[config.mk]
export PLATFORM = sky130hd
export DESIGN_NAME = ethphy_mdio_master_flat
export DESIGN_NICKNAME = d
export VERILOG_FILES = /design/src/rtl/ethphy_mdio_master_if.sv /design/src/rtl/ethphy_mdio_master.sv /design/src/flat_wrapper.sv
export SDC_FILE = /design/constraint.sdc
export NUM_CORES = 1
export LEC_CHECK = 0
export CORE_ASPECT_RATIO = 0.9
export CORE_UTILIZATION = 45
export DETAILED_ROUTE_END_ITERATION = 8
export PLACE_DENSITY_LB_ADDON = 0.05
export SYNTH_ARGS = -nofsm -noshare
export SYNTH_HDL_FRONTEND = slang
export SYNTH_SLANG_ARGS = --single-unit
export TNS_END_PERCENT = 30
[constraint.sdc]
create_clock -name s_axi_clk -period 5.2 [get_ports s_axi_clk]
set_input_delay 1.04 -clock s_axi_clk [delete_from_list [all_inputs] [get_ports s_axi_clk]]
set_output_delay 1.04 -clock s_axi_clk [all_outputs]
set_load 0.01 [all_outputs]
[src/rtl/ethphy_mdio_master_if.sv]
// rtl/ethphy_mdio_master_if.sv - command/status bundle between register block and MDIO master (ETHPHY_MDIO_PRESUP_EN adds cmd_nopre)
interface ethphy_mdio_master_if;
  logic        cmd_start;
  logic        cmd_rd;
  logic [4:0]  cmd_phyad;
  logic [4:0]  cmd_regad;
  logic [15:0] cmd_wdata;
`ifdef ETHPHY_MDIO_PRESUP_EN
  logic        cmd_nopre;
`endif
  logic        busy;
  logic        done;
  logic [15:0] rdata;
  logic        rd_err;

  // register block side: issues commands, observes status
  modport master (
`ifdef ETHPHY_MDIO_PRESUP_EN
    output cmd_nopre,
`endif
    output cmd_start, cmd_rd, cmd_phyad, cmd_regad, cmd_wdata,
    input  busy, done, rdata, rd_err
  );

  // MDIO engine side: consumes commands, reports status
  modport slave (
`ifdef ETHPHY_MDIO_PRESUP_EN
    input  cmd_nopre,
`endif
    input  cmd_start, cmd_rd, cmd_phyad, cmd_regad, cmd_wdata,
    output busy, done, rdata, rd_err
  );
endinterface

[src/rtl/ethphy_mdio_master.sv]
// rtl/ethphy_mdio_master.sv - IEEE 802.3 clause-22 MDIO master; ETHPHY_MDIO_PRESUP_EN enables preamble suppression
module ethphy_mdio_master #(
  parameter int CLK_DIV = 25
) (
  input  logic                 s_axi_clk,
  input  logic                 s_axi_rst,
  ethphy_mdio_master_if.slave  cmd_if,
  output logic                 mdio_clk_o,
  output logic                 mdio_data_o,
  output logic                 mdio_dir_o,
  input  logic                 mdio_data_i
);
  localparam int DW = $clog2(CLK_DIV) + 1;
  localparam logic [DW-1:0] DIV_LOAD = DW'(CLK_DIV - 1);

  localparam logic [1:0] ST_IDLE  = 2'd0;
  localparam logic [1:0] ST_PRE   = 2'd1;
  localparam logic [1:0] ST_FRAME = 2'd2;

  logic [1:0]    state;
  logic [4:0]    bit_cnt;
  logic [DW-1:0] div_cnt;
  logic [31:0]   tx_sh;
  logic          rd_q;
  logic [15:0]   rx_sh;
  logic          rx_err;
  logic          done_q;
  logic [15:0]   rdata_q;
  logic          rd_err_q;
  logic          nopre;
  logic [31:0]   frame_w;

`ifdef ETHPHY_MDIO_PRESUP_EN
  assign nopre = cmd_if.cmd_nopre;
`else
  assign nopre = 1'b0;
`endif

  // Read frames carry ones in TA/DATA so the released line idles high
  assign frame_w = {2'b01,
                    cmd_if.cmd_rd ? 2'b10 : 2'b01,
                    cmd_if.cmd_phyad,
                    cmd_if.cmd_regad,
                    cmd_if.cmd_rd ? 2'b11 : 2'b10,
                    cmd_if.cmd_rd ? 16'hFFFF : cmd_if.cmd_wdata};

  assign cmd_if.busy   = (state != ST_IDLE);
  assign cmd_if.done   = done_q;
  assign cmd_if.rdata  = rdata_q;
  assign cmd_if.rd_err = rd_err_q;

  // Frame sequencer: accept, MDC phase divider, bit shifting, read capture
  always_ff @(posedge s_axi_clk or posedge s_axi_rst) begin
    if (s_axi_rst) begin
      state       <= ST_IDLE;
      bit_cnt     <= '0;
      div_cnt     <= '0;
      tx_sh       <= '0;
      rd_q        <= 1'b0;
      rx_sh       <= '0;
      rx_err      <= 1'b0;
      done_q      <= 1'b0;
      rdata_q     <= '0;
      rd_err_q    <= 1'b0;
      mdio_clk_o  <= 1'b0;
      mdio_data_o <= 1'b1;
      mdio_dir_o  <= 1'b0;
    end else begin
      done_q <= 1'b0;
      if (state == ST_IDLE) begin
        div_cnt <= '0;
        if (cmd_if.cmd_start) begin
          rd_q       <= cmd_if.cmd_rd;
          bit_cnt    <= '0;
          div_cnt    <= DIV_LOAD;
          mdio_clk_o <= 1'b0;
          mdio_dir_o <= 1'b1;
          if (nopre) begin
            state       <= ST_FRAME;
            mdio_data_o <= frame_w[31];
            tx_sh       <= {frame_w[30:0], 1'b1};
          end else begin
            state       <= ST_PRE;
            mdio_data_o <= 1'b1;
            tx_sh       <= frame_w;
          end
        end
      end else if (div_cnt != '0) begin
        div_cnt <= div_cnt - DW'(1);
      end else if (!mdio_clk_o) begin
        // Rising MDC edge: PHY data is sampled here on reads
        div_cnt    <= DIV_LOAD;
        mdio_clk_o <= 1'b1;
        if (state == ST_FRAME && rd_q) begin
          if (bit_cnt == 5'd15)
            rx_err <= mdio_data_i;
          else if (bit_cnt >= 5'd16)
            rx_sh <= {rx_sh[14:0], mdio_data_i};
        end
      end else begin
        // Falling MDC edge: next bit starts, outputs may change only here
        div_cnt    <= DIV_LOAD;
        mdio_clk_o <= 1'b0;
        if (bit_cnt == 5'd31 && state == ST_FRAME) begin
          state       <= ST_IDLE;
          div_cnt     <= '0;
          done_q      <= 1'b1;
          mdio_dir_o  <= 1'b0;
          mdio_data_o <= 1'b1;
          if (rd_q) begin
            rdata_q  <= rx_sh;
            rd_err_q <= rx_err;
          end
        end else if (bit_cnt == 5'd31) begin
          state       <= ST_FRAME;
          bit_cnt     <= '0;
          mdio_data_o <= tx_sh[31];
          tx_sh       <= {tx_sh[30:0], 1'b1};
        end else begin
          bit_cnt <= bit_cnt + 5'd1;
          if (state == ST_FRAME) begin
            mdio_data_o <= tx_sh[31];
            tx_sh       <= {tx_sh[30:0], 1'b1};
            mdio_dir_o  <= !(rd_q && bit_cnt >= 5'd13);
          end
        end
      end
    end
  end
endmodule
[src/flat_wrapper.sv]
// flat-port wrapper written by rule: the top's interface ports become plain ports
module ethphy_mdio_master_flat 
#(
  parameter int CLK_DIV = 25
)
  (s_axi_clk, s_axi_rst, mdio_clk_o, mdio_data_o, mdio_dir_o, mdio_data_i, cmd_if_cmd_start, cmd_if_cmd_rd, cmd_if_cmd_phyad, cmd_if_cmd_regad, cmd_if_cmd_wdata, cmd_if_busy, cmd_if_done, cmd_if_rdata, cmd_if_rd_err);
  ethphy_mdio_master_if cmd_if_i ();
  input  logic s_axi_clk;
  input  logic s_axi_rst;
  output logic mdio_clk_o;
  output logic mdio_data_o;
  output logic mdio_dir_o;
  input  logic mdio_data_i;
  input wire logic [$bits(cmd_if_i.cmd_start)-1:0] cmd_if_cmd_start;
  input wire logic [$bits(cmd_if_i.cmd_rd)-1:0] cmd_if_cmd_rd;
  input wire logic [$bits(cmd_if_i.cmd_phyad)-1:0] cmd_if_cmd_phyad;
  input wire logic [$bits(cmd_if_i.cmd_regad)-1:0] cmd_if_cmd_regad;
  input wire logic [$bits(cmd_if_i.cmd_wdata)-1:0] cmd_if_cmd_wdata;
  output wire logic [$bits(cmd_if_i.busy)-1:0] cmd_if_busy;
  output wire logic [$bits(cmd_if_i.done)-1:0] cmd_if_done;
  output wire logic [$bits(cmd_if_i.rdata)-1:0] cmd_if_rdata;
  output wire logic [$bits(cmd_if_i.rd_err)-1:0] cmd_if_rd_err;
  assign cmd_if_i.cmd_start = cmd_if_cmd_start;
  assign cmd_if_i.cmd_rd = cmd_if_cmd_rd;
  assign cmd_if_i.cmd_phyad = cmd_if_cmd_phyad;
  assign cmd_if_i.cmd_regad = cmd_if_cmd_regad;
  assign cmd_if_i.cmd_wdata = cmd_if_cmd_wdata;
  assign cmd_if_busy = cmd_if_i.busy;
  assign cmd_if_done = cmd_if_i.done;
  assign cmd_if_rdata = cmd_if_i.rdata;
  assign cmd_if_rd_err = cmd_if_i.rd_err;
  ethphy_mdio_master #(.CLK_DIV(CLK_DIV)) u_core (.s_axi_clk(s_axi_clk), .s_axi_rst(s_axi_rst), .cmd_if(cmd_if_i), .mdio_clk_o(mdio_clk_o), .mdio_data_o(mdio_data_o), .mdio_dir_o(mdio_dir_o), .mdio_data_i(mdio_data_i));
endmodule
==> metrics.md, run 1 <==
| Metric | Value |
|---|---|
| Post-synthesis sequential area ratio | 0.534 |
| Worst Clk Skew | 0.00972 ns |
| Clock latency on the worst-skew pair | 0.36 ns |
| Worst setup path class | reg2out |
| Final Instance Count excl. Fillers | 515 |
| Top sig layer | met4 |
| I/O Pins | 53 |
| CTS hold repair buffers | 0 |
| Maxcap violations | 0 |
| XOR/XNOR Fraction of Synth Area | 0.00890 |
| R2r endpoint | u_core.tx_sh[27] |
| Power Dens Cells | 311 nW/um^2 |
| Async SR Flop Fraction | 1.00 |
| Antenna cells | 0 |
| Synth Area in Compound Gates | 0.0410 |
| Vias | 2622 |
| First-pass GRT wire length | 12100 um |
| CTS Sinks | 84 |
| Hold Path Class | reg2reg |
| Hold Path Cell Cnt | 1 |
| Initial drt markers | 96 |
| Crit path DAT | 2.19 ns |
| Total CTS buffers | 9 |
| DRC | 0 |
| Unique masters post-synth | 45 |
| Placer Congestion | 0.855 |
| Reg2reg start | u_core.bit_cnt[0] |
| Crit Path Max Fanout | 21 |
| Startpoint of the worst hold path | u_core.div_cnt[0] |
| Post-route setup TNS | 0 ns |
| Clock root buffer | clkbuf_8 |
| Antenna violations before repair | 0 |
| Reg-to-reg setup timing slack | 2.25 ns |
| Die height | 90.7 um |
| Final WL | 6970 um |
| RSZ-0062 raised after global routing | no |
| Die area | 9130 um^2 |
| Ys flop type | dfrtp_1 |
| Mapped Avg Cell Area | 11.4 um^2 |
| Worst relative slew slack | 0.293 |
| Postcts setup bufs | 0 |
| Clock transition at path regs | 0.09 ns |
| Period utilization | 0.621 |
| Tot GR Track Use | 0.169 |
| Share of cells above drive strength 1 | 0.230 |
| Maximum VDD drop | 153 uV |
| Leak | 2.08 nW |
| Mux share of post-synthesis cell area | 0.203 |
| Worst setup EP type | primary output |
| WL met3 | 237 um |
| Post-synthesis adder-cell area fraction | 0.0222 |
| Hold worst-path end | u_core.div_cnt[0] |
| CTS tree | built |
| CP Data Required Time | 4.16 ns |
| DR vias/cell | 5.09 |
| DR WL met2 | 3330 um |
| Total power | 1.48 mW |
| Simple-Gate Fraction of Synth Area | 0.152 |
| Synth Register Bits | 84 |
| Final Setup Violations | 0 |
| Cell count after synthesis | 346 |
| Die X | 101 um |
| Worst Reg-to-Reg Cells | 6 |
| Cells after DPL | 499 |
| CTS resizes | 0 |
| Actual slew at the worst max-slew pin | 1.06 ns |
| Syn Nets | 384 |
| H-tree depth | 3 |
| Number of port buffers | 52 |
| First-pass DRT Iterations | 4 |
| Startpoint Class | register |
| M1 WL | 3290 um |
| Largest family of logic cells by synthesized area | multiplexers |
| Vias in the first global route | 2618 |
| Mapped Area | 3940 um^2 |
| Largest net degree at the start of global routing | 50 |
| Floorplan row count | 31 |
| Fmax achieved | 0.310 GHz |
| Post-DP HPWL | 4660 um |
| Core box area | 8260 um^2 |
| Post-synth EDFFs | 0 |
| Layout fillers | 764 |
| Area Overhead vs Synth | 20.8% |
| Final Max Slew Viols | 0 |
| Final nets | 433 |
| WL per Instance | 13.5 um |
| Outcome | finished, final reports clean |
| Fin util | 0.576 |
| Starting density of the core | 0.477 |
| Final min period | 3.23 ns |
| Total grt overflow | 0 |
| Detail Route Antenna Nets | 0 |
| Ys Warns | 0 |
| Clk buf depth | 2 |
| Fin. Hold Viols | 0 |
-- critical path, cell delays in order (launching register included) --
cell             delay [ns]
dfrtp_1                0.45
nor2_2                 0.70
inv_1                  0.16
clkdlybuf4s50_1        0.52
-- through the flow --
step | instance area, um^2 | hold slack [ns] | worst slack [ns]
finish | 4760 | 0.457 | 1.97
floorplan | 3940 | 0.426 | 2.00
global placement | 4530 | 0.446 | 2.23
global route | 4760 | 0.488 | 1.82
detailed placement | 4530 | 0.449 | 2.25
CTS | 4760 | 0.461 | 1.92
-- cell usage in the layout (no fill, tap or decap), types with 2 or more instances in the layout --
cell	netlist	layout
o21ai_0	4	4
nor3_1	21	21
nand2_1	43	43
clkbuf_8	1	9
mux2i_1	4	4
ha_1	7	7
nand4_1	4	4
inv_8	0	2
dfrtp_1	83	83
inv_6	0	2
xor2_1	3	3
and3_1	2	2
buf_4	3	3
a21oi_1	5	5
mux2_2	54	54
mux2_4	10	10
inv_1	12	11
o21bai_1	2	2
bufinv_16	0	2
nor2b_1	2	2
clkdlybuf4s50_1	0	52
clkinv_2	0	2
o32a_1	2	2
nand3_1	6	6
nor2_1	44	43
or3_1	2	2
-- synthesized netlist by cell type, drive strengths merged (3+ instances only) --
cell | number | area [um^2]
nand3 | 7 | 40.0
xor2 | 3 | 26.3
inv | 12 | 45.0
o21ai | 4 | 20.0
nor2 | 44 | 165
ha | 7 | 87.6
mux2i | 4 | 40.0
clkbuf | 9 | 45.0
a21oi | 5 | 25.0
nor3 | 21 | 105
nand2 | 44 | 168
nand4 | 4 | 25.0
buf | 8 | 65.1
mux2 | 64 | 758
dfrtp | 83 | 2080
-- metal layers --
metal / global-route usage / vias to the layer above
li1: - / 1281
met1: 0.220 / 1283
met2: 0.270 / 48
met3: 0.0402 / 10
met4: 0.0688 / 0
met5: 0 / -
-- layout make-up --
type / count / area [um^2] / area share
clock buffer: 9 / 124 / 0.0260
clock inverter: 7 / 105 / 0.0221
inverter: 12 / 46.3 / 0.00973
multi-input combinational: 233 / 1690 / 0.355
sequential: 84 / 2100 / 0.442
tap: 115 / 144 / 0.0303
timing repair buffer: 55 / 543 / 0.114
-- cell families (layout without fill, tap and decap cells) --
| logic type | count (synthesis) | in the layout |
|---|---|---|
| compound gates | 22 | 22 |
| xor+xnor | 4 | 4 |
| fa+ha+maj | 7 | 7 |
| buf+inv | 29 | 83 |
| flops | 84 | 84 |
| mux | 68 | 68 |
| simple gates | 132 | 132 |
-- sequential cells by signal, indices dropped and copies added, names as in the netlist --
register / cells
u_core.div_cnt: 6
u_core.tx_sh: 32
u_core.bit_cnt: 5
u_core.rx_sh: 16
u_core.cmd_if.rdata: 16
u_core.rx_err: 1
u_core.state: 2
u_core.mdio_dir_o: 1
u_core.rd_q: 1
u_core.cmd_if.rd_err: 1
u_core.mdio_clk_o: 1
u_core.mdio_data_o: 1
u_core.cmd_if.done: 1
-- worst max path at each step --
stage,slack [ns],endpoint,depth (start not counted),start
6_report,1.97,cmd_if_busy,3,u_core.state[0]
2_1_floorplan,2.00,u_core.bit_cnt[0],1,s_axi_rst
3_3_place_gp,2.23,u_core.tx_sh[24],6,u_core.bit_cnt[0]
4_1_cts,1.92,cmd_if_busy,3,u_core.state[0]
3_5_place_dp,2.25,u_core.tx_sh[27],6,u_core.bit_cnt[0]
5_1_grt,1.82,cmd_if_busy,3,u_core.state[0]
-- where the power goes --
part           internal [mW]  switching [mW]  leakage (nW)
clock network          0.280           0.254         0.118
logic                 0.0970          0.0956         0.974
registers              0.699          0.0554         0.991
total                   1.08           0.405          2.08
No activity file was read; power rests on OpenSTA's default activity.
==> run 2, diff against run 1 <==
- clock period: 5.2 -> 3 ns (I/O delays scaled with it)
==> run 2 against run 1 <==
  * Routed wire length fell by 0.29%
  * Clock skew rose by 0.00081 ns
  * Largest power group unchanged
  * Count of clock-buffer cells in the layout did not move
  * Core utilization increased by 0.091 points
  * Flip-flop and latch count did not move
  * Worst hold slack improved by 0.014 ns
  * Setup slack got worse by 1.6 ns
==> metrics.md, run 2 (synthesized netlist as in run 1, its figures left out) <==
| Metric | Value |
|---|---|
| Tot GR Track Use | 0.169 (about the same) |
| Seq pwr share | 0.547 (was 0.510) |
| Reg2reg start | u_core.bit_cnt[0] (unchanged) |
| Crit path DAT | 2.07 ns (was 2.19 ns) |
| Reg-to-reg setup timing slack | 0.57 ns (was 2.25 ns) |
| M1 WL | 3290 um (about the same) |
| DR vias/cell | 5.07 (was 5.09) |
| Antenna cells | 0 (unchanged) |
| Vias in the first global route | 2623 (was 2618) |
| Initial drt markers | 78 (was 96) |
| I/O Pins | 53 (unchanged) |
| DR WL met2 | 3300 um (was 3330 um) |
| Net Sw Power | 0.695 mW (was 0.405 mW) |
| Area Overhead vs Synth | 21.0% (was 20.8%) |
| Crit Path Max Fanout | 16 (was 21) |
| Detail Route Antenna Nets | 0 (unchanged) |
| Comb power frac | 0.141 (was 0.130) |
| Final Max Slew Viols | 0 (unchanged) |
| Final Setup Violations | 0 (unchanged) |
| Final nets | 437 (was 433) |
| Placer Congestion | 0.845 (was 0.855) |
| Worst Clk Skew | 0.0105 ns (was 0.00972 ns) |
| CTS hold repair buffers | 0 (unchanged) |
| Die area | 9130 um^2 (unchanged) |
| Switching share of power | 0.291 (was 0.273) |
| Actual slew at the worst max-slew pin | 0.670 ns (was 1.06 ns) |
| CP Data Required Time | 2.40 ns (was 4.16 ns) |
| Share of cells above drive strength 1 | 0.238 (was 0.230) |
| WL met3 | 278 um (was 237 um) |
| Final min period | 2.67 ns |
| Total power | 2.39 mW (was 1.48 mW) |
| WL per Instance | 13.4 um (was 13.5 um) |
| Worst relative slew slack | 0.553 (was 0.293) |
| Floorplan row count | 31 (unchanged) |
| Max FFs per register | 32 (unchanged) |
| Clock root buffer | clkbuf_8 (unchanged) |
| Largest register by flop count | u_core.tx_sh (unchanged) |
| Clock network power share | 0.312 (was 0.360) |
| H-tree depth | 3 (unchanged) |
| Clock transition at path regs | 0.09 ns (about the same) |
| Period utilization | 0.889 |
| Die height | 90.7 um (unchanged) |
| Leak | 2.08 nW (about the same) |
| Total grt overflow | 0 (unchanged) |
| Maxcap violations | 0 (unchanged) |
| Layout fillers | 739 (was 764) |
| Commonest cells after routing, fill and taps aside | dfrtp_1 (83), mux2_2 (54), clkdlybuf4s50_1 (52) (unchanged) |
| Fmax achieved | 0.375 GHz |
| Core box area | 8260 um^2 (unchanged) |
| CTS tree | built (unchanged) |
| Postcts setup bufs | 0 (unchanged) |
| Top sig layer | met4 (unchanged) |
| Starting density of the core | 0.477 (unchanged) |
| CTS Sinks | 84 (unchanged) |
| R2r endpoint | u_core.tx_sh[7] (was u_core.tx_sh[27]) |
| Die X | 101 um (unchanged) |
| Final WL | 6950 um (was 6970 um) |
| Total CTS buffers | 9 (unchanged) |
| Outcome | finished, final reports clean (unchanged) |
| Hold Path Class | reg2reg (unchanged) |
| Clk buf depth | 2 (unchanged) |
| Worst Reg-to-Reg Cells | 8 (was 6) |
| Vias | 2630 (was 2622) |
| Antenna violations before repair | 0 (unchanged) |
| First-pass DRT Iterations | 4 (unchanged) |
| Worst setup EP type | primary output (unchanged) |
| Fin. Hold Viols | 0 (unchanged) |
| Largest net degree at the start of global routing | 40 (was 50) |
| Post-route setup TNS | 0 ns (unchanged) |
| First-pass GRT wire length | 12200 um (was 12100 um) |
| Commonest non-fill, non-tap cell in the layout | dfrtp_1 (unchanged) |
| RSZ-0062 raised after global routing | no (unchanged) |
| Startpoint Class | register (unchanged) |
| Maximum VDD drop | 221 uV (was 153 uV) |
| Power Dens Cells | 502 nW/um^2 (was 311 nW/um^2) |
| Post-DP HPWL | 4710 um (was 4660 um) |
| Clock latency on the worst-skew pair | 0.35 ns (was 0.36 ns) |
| CTS resizes | 0 (unchanged) |
| Crit path to | cmd_if_busy (unchanged) |
| Internal power component | 1.70 mW (was 1.08 mW) |
| Worst setup path startpoint | u_core.state[0] (unchanged) |
| Worst setup path class | reg2out (unchanged) |
| Number of port buffers | 52 (unchanged) |
| DRC | 0 (unchanged) |
## run 2: worst min path at each step
stage / from / end / slack [ns] / depth (start not counted)
after CTS: u_core.div_cnt[0] / u_core.div_cnt[0] / 0.47 / 1
after detailed placement: u_core.div_cnt[0] / u_core.div_cnt[0] / 0.46 / 1
final: u_core.div_cnt[0] / u_core.div_cnt[0] / 0.47 / 1
after floorplan: u_core.div_cnt[0] / u_core.div_cnt[0] / 0.43 / 1
after global routing: u_core.div_cnt[0] / u_core.div_cnt[0] / 0.48 / 1
after global placement: u_core.div_cnt[0] / u_core.div_cnt[0] / 0.44 / 1
## run 2: worst max-delay path: stages, from the launching register on
cell and delay [ns]:
dfrtp_1 0.47, nor2_2 0.56, inv_1 0.18, clkdlybuf4s50_1 0.52
## run 2: layout make-up
cell class              count  area, um^2  share of cell area
multi-input cells         233        1690               0.355
clock buffers               9         124              0.0260
inverters                  12        46.3             0.00972
clock inverters             7        57.6              0.0121
flip-flops and latches     84        2100               0.442
repair buffers             59         598               0.126
well taps                 115         144              0.0302
## run 2: per-layer routing
| metal | vias up | track usage |
|---|---|---|
| li1 | 1294 | - |
| met2 | 49 | 0.277 |
| met1 | 1278 | 0.219 |
| met5 | - | 0 |
| met3 | 9 | 0.0395 |
| met4 | 0 | 0.0580 |
## run 2: through the flow
stage          area (um^2)  hold slack [ns]   util  cells  setup slack (ns)
6_report              4760            0.471  0.577    519             0.333
2_1_floorplan         3940            0.426      -    346             0.237
3_5_place_dp          4580            0.457  0.555    503             0.584
3_3_place_gp          4580            0.445  0.555    503             0.639
4_1_cts               4760            0.471  0.577    519             0.279
5_1_grt               4760            0.481  0.577    519             0.157
## run 2: power groups by stage
stage / clock [mW] / combinational (mW) / sequential [mW]
after floorplan: 0 / 0.261 / 1.30
final: 0.745 / 0.338 / 1.31
after global placement: 0 / 0.334 / 1.33
after detailed placement: 0 / 0.340 / 1.33
after CTS: 0.778 / 0.342 / 1.31
after global routing: 0.818 / 0.385 / 1.32
==> run 3, diff against run 2 <==
- CELL_PAD_IN_SITES_DETAIL_PLACEMENT: not set -> 2
- CELL_PAD_IN_SITES_GLOBAL_PLACEMENT: not set -> 2
- CORE_UTILIZATION: 45 -> 36
==> run 3 against run 2 <==
  * The flow now finishes with violations (design-rule violations)
  * Combinational power grew 3%
  * Routed wire length grew 29%
  * Final cell count grew 2.7%
  * Global-route usage grew 0.94 points
  * Critical path type unchanged
  * Largest power group unchanged
  * Highest routed layer unchanged
==> metrics.md, run 3 (synthesized netlist as in run 1, its figures left out) <==
| Metric | Value |
|---|---|
| Design area | 4910 um^2 (was 4760 um^2) |
| Initial drt markers | 52 (was 78) |
| Clock latency on the worst-skew pair | 0.34 ns (was 0.35 ns) |
| Clk buf depth | 2 (unchanged) |
| Register area | 2100 um^2 (unchanged) |
| Actual slew at the worst max-slew pin | 0.671 ns (was 0.670 ns) |
| Power Dens Cells | 578 nW/um^2 (was 502 nW/um^2) |
| Floorplan row count | 35 (was 31) |
| Final Setup Violations | 0 (unchanged) |
| Maximum VDD drop | 264 uV (was 221 uV) |
| Core box area | 10400 um^2 (was 8260 um^2) |
| DR vias/cell | 5.17 (was 5.07) |
| Worst Clk Skew | 0.00587 ns (was 0.0105 ns) |
| Startpoint Class | register (unchanged) |
| CP Data Required Time | 2.40 ns (about the same) |
| Worst setup EP type | primary output (unchanged) |
| Cells after DPL | 517 (was 503) |
| Antenna violations before repair | 0 (unchanged) |
| Post-route setup TNS | 0 ns (unchanged) |
| Starting density of the core | 0.378 (was 0.477) |
| Fmax achieved | 0.386 GHz (was 0.375 GHz) |
| Seq pwr share | 0.465 (was 0.547) |
| Period utilization | 0.863 (was 0.889) |
| Maxcap violations | 0 (unchanged) |
| DP Area | 4600 um^2 (was 4580 um^2) |
| Vias | 2757 (was 2630) |
| Commonest non-fill, non-tap cell in the layout | dfrtp_1 (unchanged) |
| WL per Instance | 16.8 um (was 13.4 um) |
| Placer Congestion | 0.720 (was 0.845) |
| Detail Route Antenna Nets | 0 (unchanged) |
| Largest net degree at the start of global routing | 34 (was 40) |
| CTS resizes | 0 (unchanged) |
| Final Instance Count excl. Fillers | 533 (was 519) |
| Leak | 2.14 nW (was 2.08 nW) |
| Clock transition at path regs | 0.07 ns (was 0.09 ns) |
| Total CTS buffers | 9 (unchanged) |
| Violated checks | design-rule violations |
| First-pass DRT Iterations | 6 (was 4) |
| Total grt overflow | 0 (unchanged) |
| H-tree depth | 3 (unchanged) |
| Fin util | 0.471 (was 0.577) |
| Reg-to-reg setup timing slack | 0.49 ns (was 0.57 ns) |
| Antenna cells | 0 (unchanged) |
| Final WL | 8970 um (was 6950 um) |
| Post-DP HPWL | 6110 um (was 4710 um) |
| RSZ-0062 raised after global routing | no (unchanged) |
| Die X | 112 um (was 101 um) |
| Area Overhead vs Synth | 24.8% (was 21.0%) |
| Final Max Slew Viols | 0 (unchanged) |
| Hold Path Class | reg2reg (unchanged) |
| Layout fillers | 1082 (was 739) |
| CTS hold repair buffers | 0 (unchanged) |
| Worst relative slew slack | 0.552 (was 0.553) |
| Clock network power share | 0.412 (was 0.312) |
| Crit Path Max Fanout | 12 (was 16) |
| Internal power component | 2.05 mW (was 1.70 mW) |
| Outcome | finished with violations (was finished, final reports clean) |
| Number of port buffers | 52 (unchanged) |
| Switching share of power | 0.277 (was 0.291) |
| Die area | 11400 um^2 (was 9130 um^2) |
| Die height | 101 um (was 90.7 um) |
| Final min period | 2.59 ns (was 2.67 ns) |
| Net Sw Power | 0.787 mW (was 0.695 mW) |
| Worst Setup Slack, final | 0.412 ns (was 0.333 ns) |
| I/O Pins | 53 (unchanged) |
| Worst setup path class | reg2out (unchanged) |
| CTS Sinks | 84 (unchanged) |
| Crit path DAT | 1.99 ns (was 2.07 ns) |
| Final nets | 437 (unchanged) |
| Share of cells above drive strength 1 | 0.238 (unchanged) |
| Largest register by flop count | u_core.tx_sh (unchanged) |
| Vias in the first global route | 3147 (was 2623) |
| CTS tree | built (unchanged) |
| First-pass GRT wire length | 15700 um (was 12200 um) |
| Min Hold Slack | 0.477 ns (was 0.471 ns) |
| Clock root buffer | clkbuf_16 (was clkbuf_8) |
| Comb power frac | 0.123 (was 0.141) |
| Tot GR Track Use | 0.178 (was 0.169) |
| Postcts setup bufs | 0 (unchanged) |
| Pre-CTS setup slack | 0.484 ns (was 0.584 ns) |
| Max FFs per register | 32 (unchanged) |
| Commonest cells after routing, fill and taps aside | dfrtp_1 (83), mux2_2 (54), clkdlybuf4s50_1 (52) (unchanged) |
| DRC | 3 (was 0) |
| Total power | 2.84 mW (was 2.39 mW) |
| Area of the multi-input gates | 1690 um^2 (unchanged) |
| Fin. Hold Viols | 0 (unchanged) |
[run 3: cell types whose count changed in the layout (fill, tap and decap cells not counted)]
| cell | change |
|---|---|
| clkbuf_16 | +9 |
| clkinv_2 | -1 |
| bufinv_16 | +1 |
| inv_8 | +2 |
| clkbuf_8 | -9 |
| clkinvlp_4 | -1 |
| inv_6 | -1 |
[run 3: critical path, stage by stage, from the launching register on]
cell and delay (ns):
dfrtp_1 0.46, nor2_2 0.52, inv_1 0.15, clkdlybuf4s50_1 0.51
[run 3: worst paths after layout]
check,end,cells past startpoint,start
setup reg to reg,u_core.tx_sh[3],8,u_core.bit_cnt[0]
min in group asynchronous,u_core.tx_sh[23],2,s_axi_rst
hold reg to reg,u_core.div_cnt[0],1,u_core.div_cnt[0]
setup / recovery,cmd_if_busy,3,u_core.state[0]
max in group asynchronous,u_core.cmd_if.rdata[0],3,s_axi_rst
hold / removal,u_core.div_cnt[0],1,u_core.div_cnt[0]
[run 3: per-layer routing]
| layer | part of all wire | wire (um) | up-vias | track usage |
|---|---|---|---|---|
| li1 | - | - | 1289 | - |
| met1 | 0.45 | 4070 | 1416 | 0.219 |
| met2 | 0.51 | 4540 | 43 | 0.316 |
| met3 | 0.028 | 249 | 9 | 0.0395 |
| met4 | 0.012 | 106 | 0 | 0.0554 |
| met5 | 0 | 0 | - | 0 |
[run 3: cell type report]
type | instances | area share
clock buffer | 9 | 0.0458
timing repair buffer | 59 | 0.122
sequential | 84 | 0.428
inverter | 12 | 0.00942
multi-input combinational | 233 | 0.344
clock inverter | 7 | 0.0181
tap | 129 | 0.0328
[run 3: power by group through the flow]
stage	Clock, mW	Combinational, mW	Sequential (mW)
floorplan	0	0.261	1.30
global placement	0	0.340	1.33
detailed placement	0	0.358	1.34
CTS	1.21	0.360	1.32
global route	1.25	0.400	1.33
finish	1.17	0.349	1.32
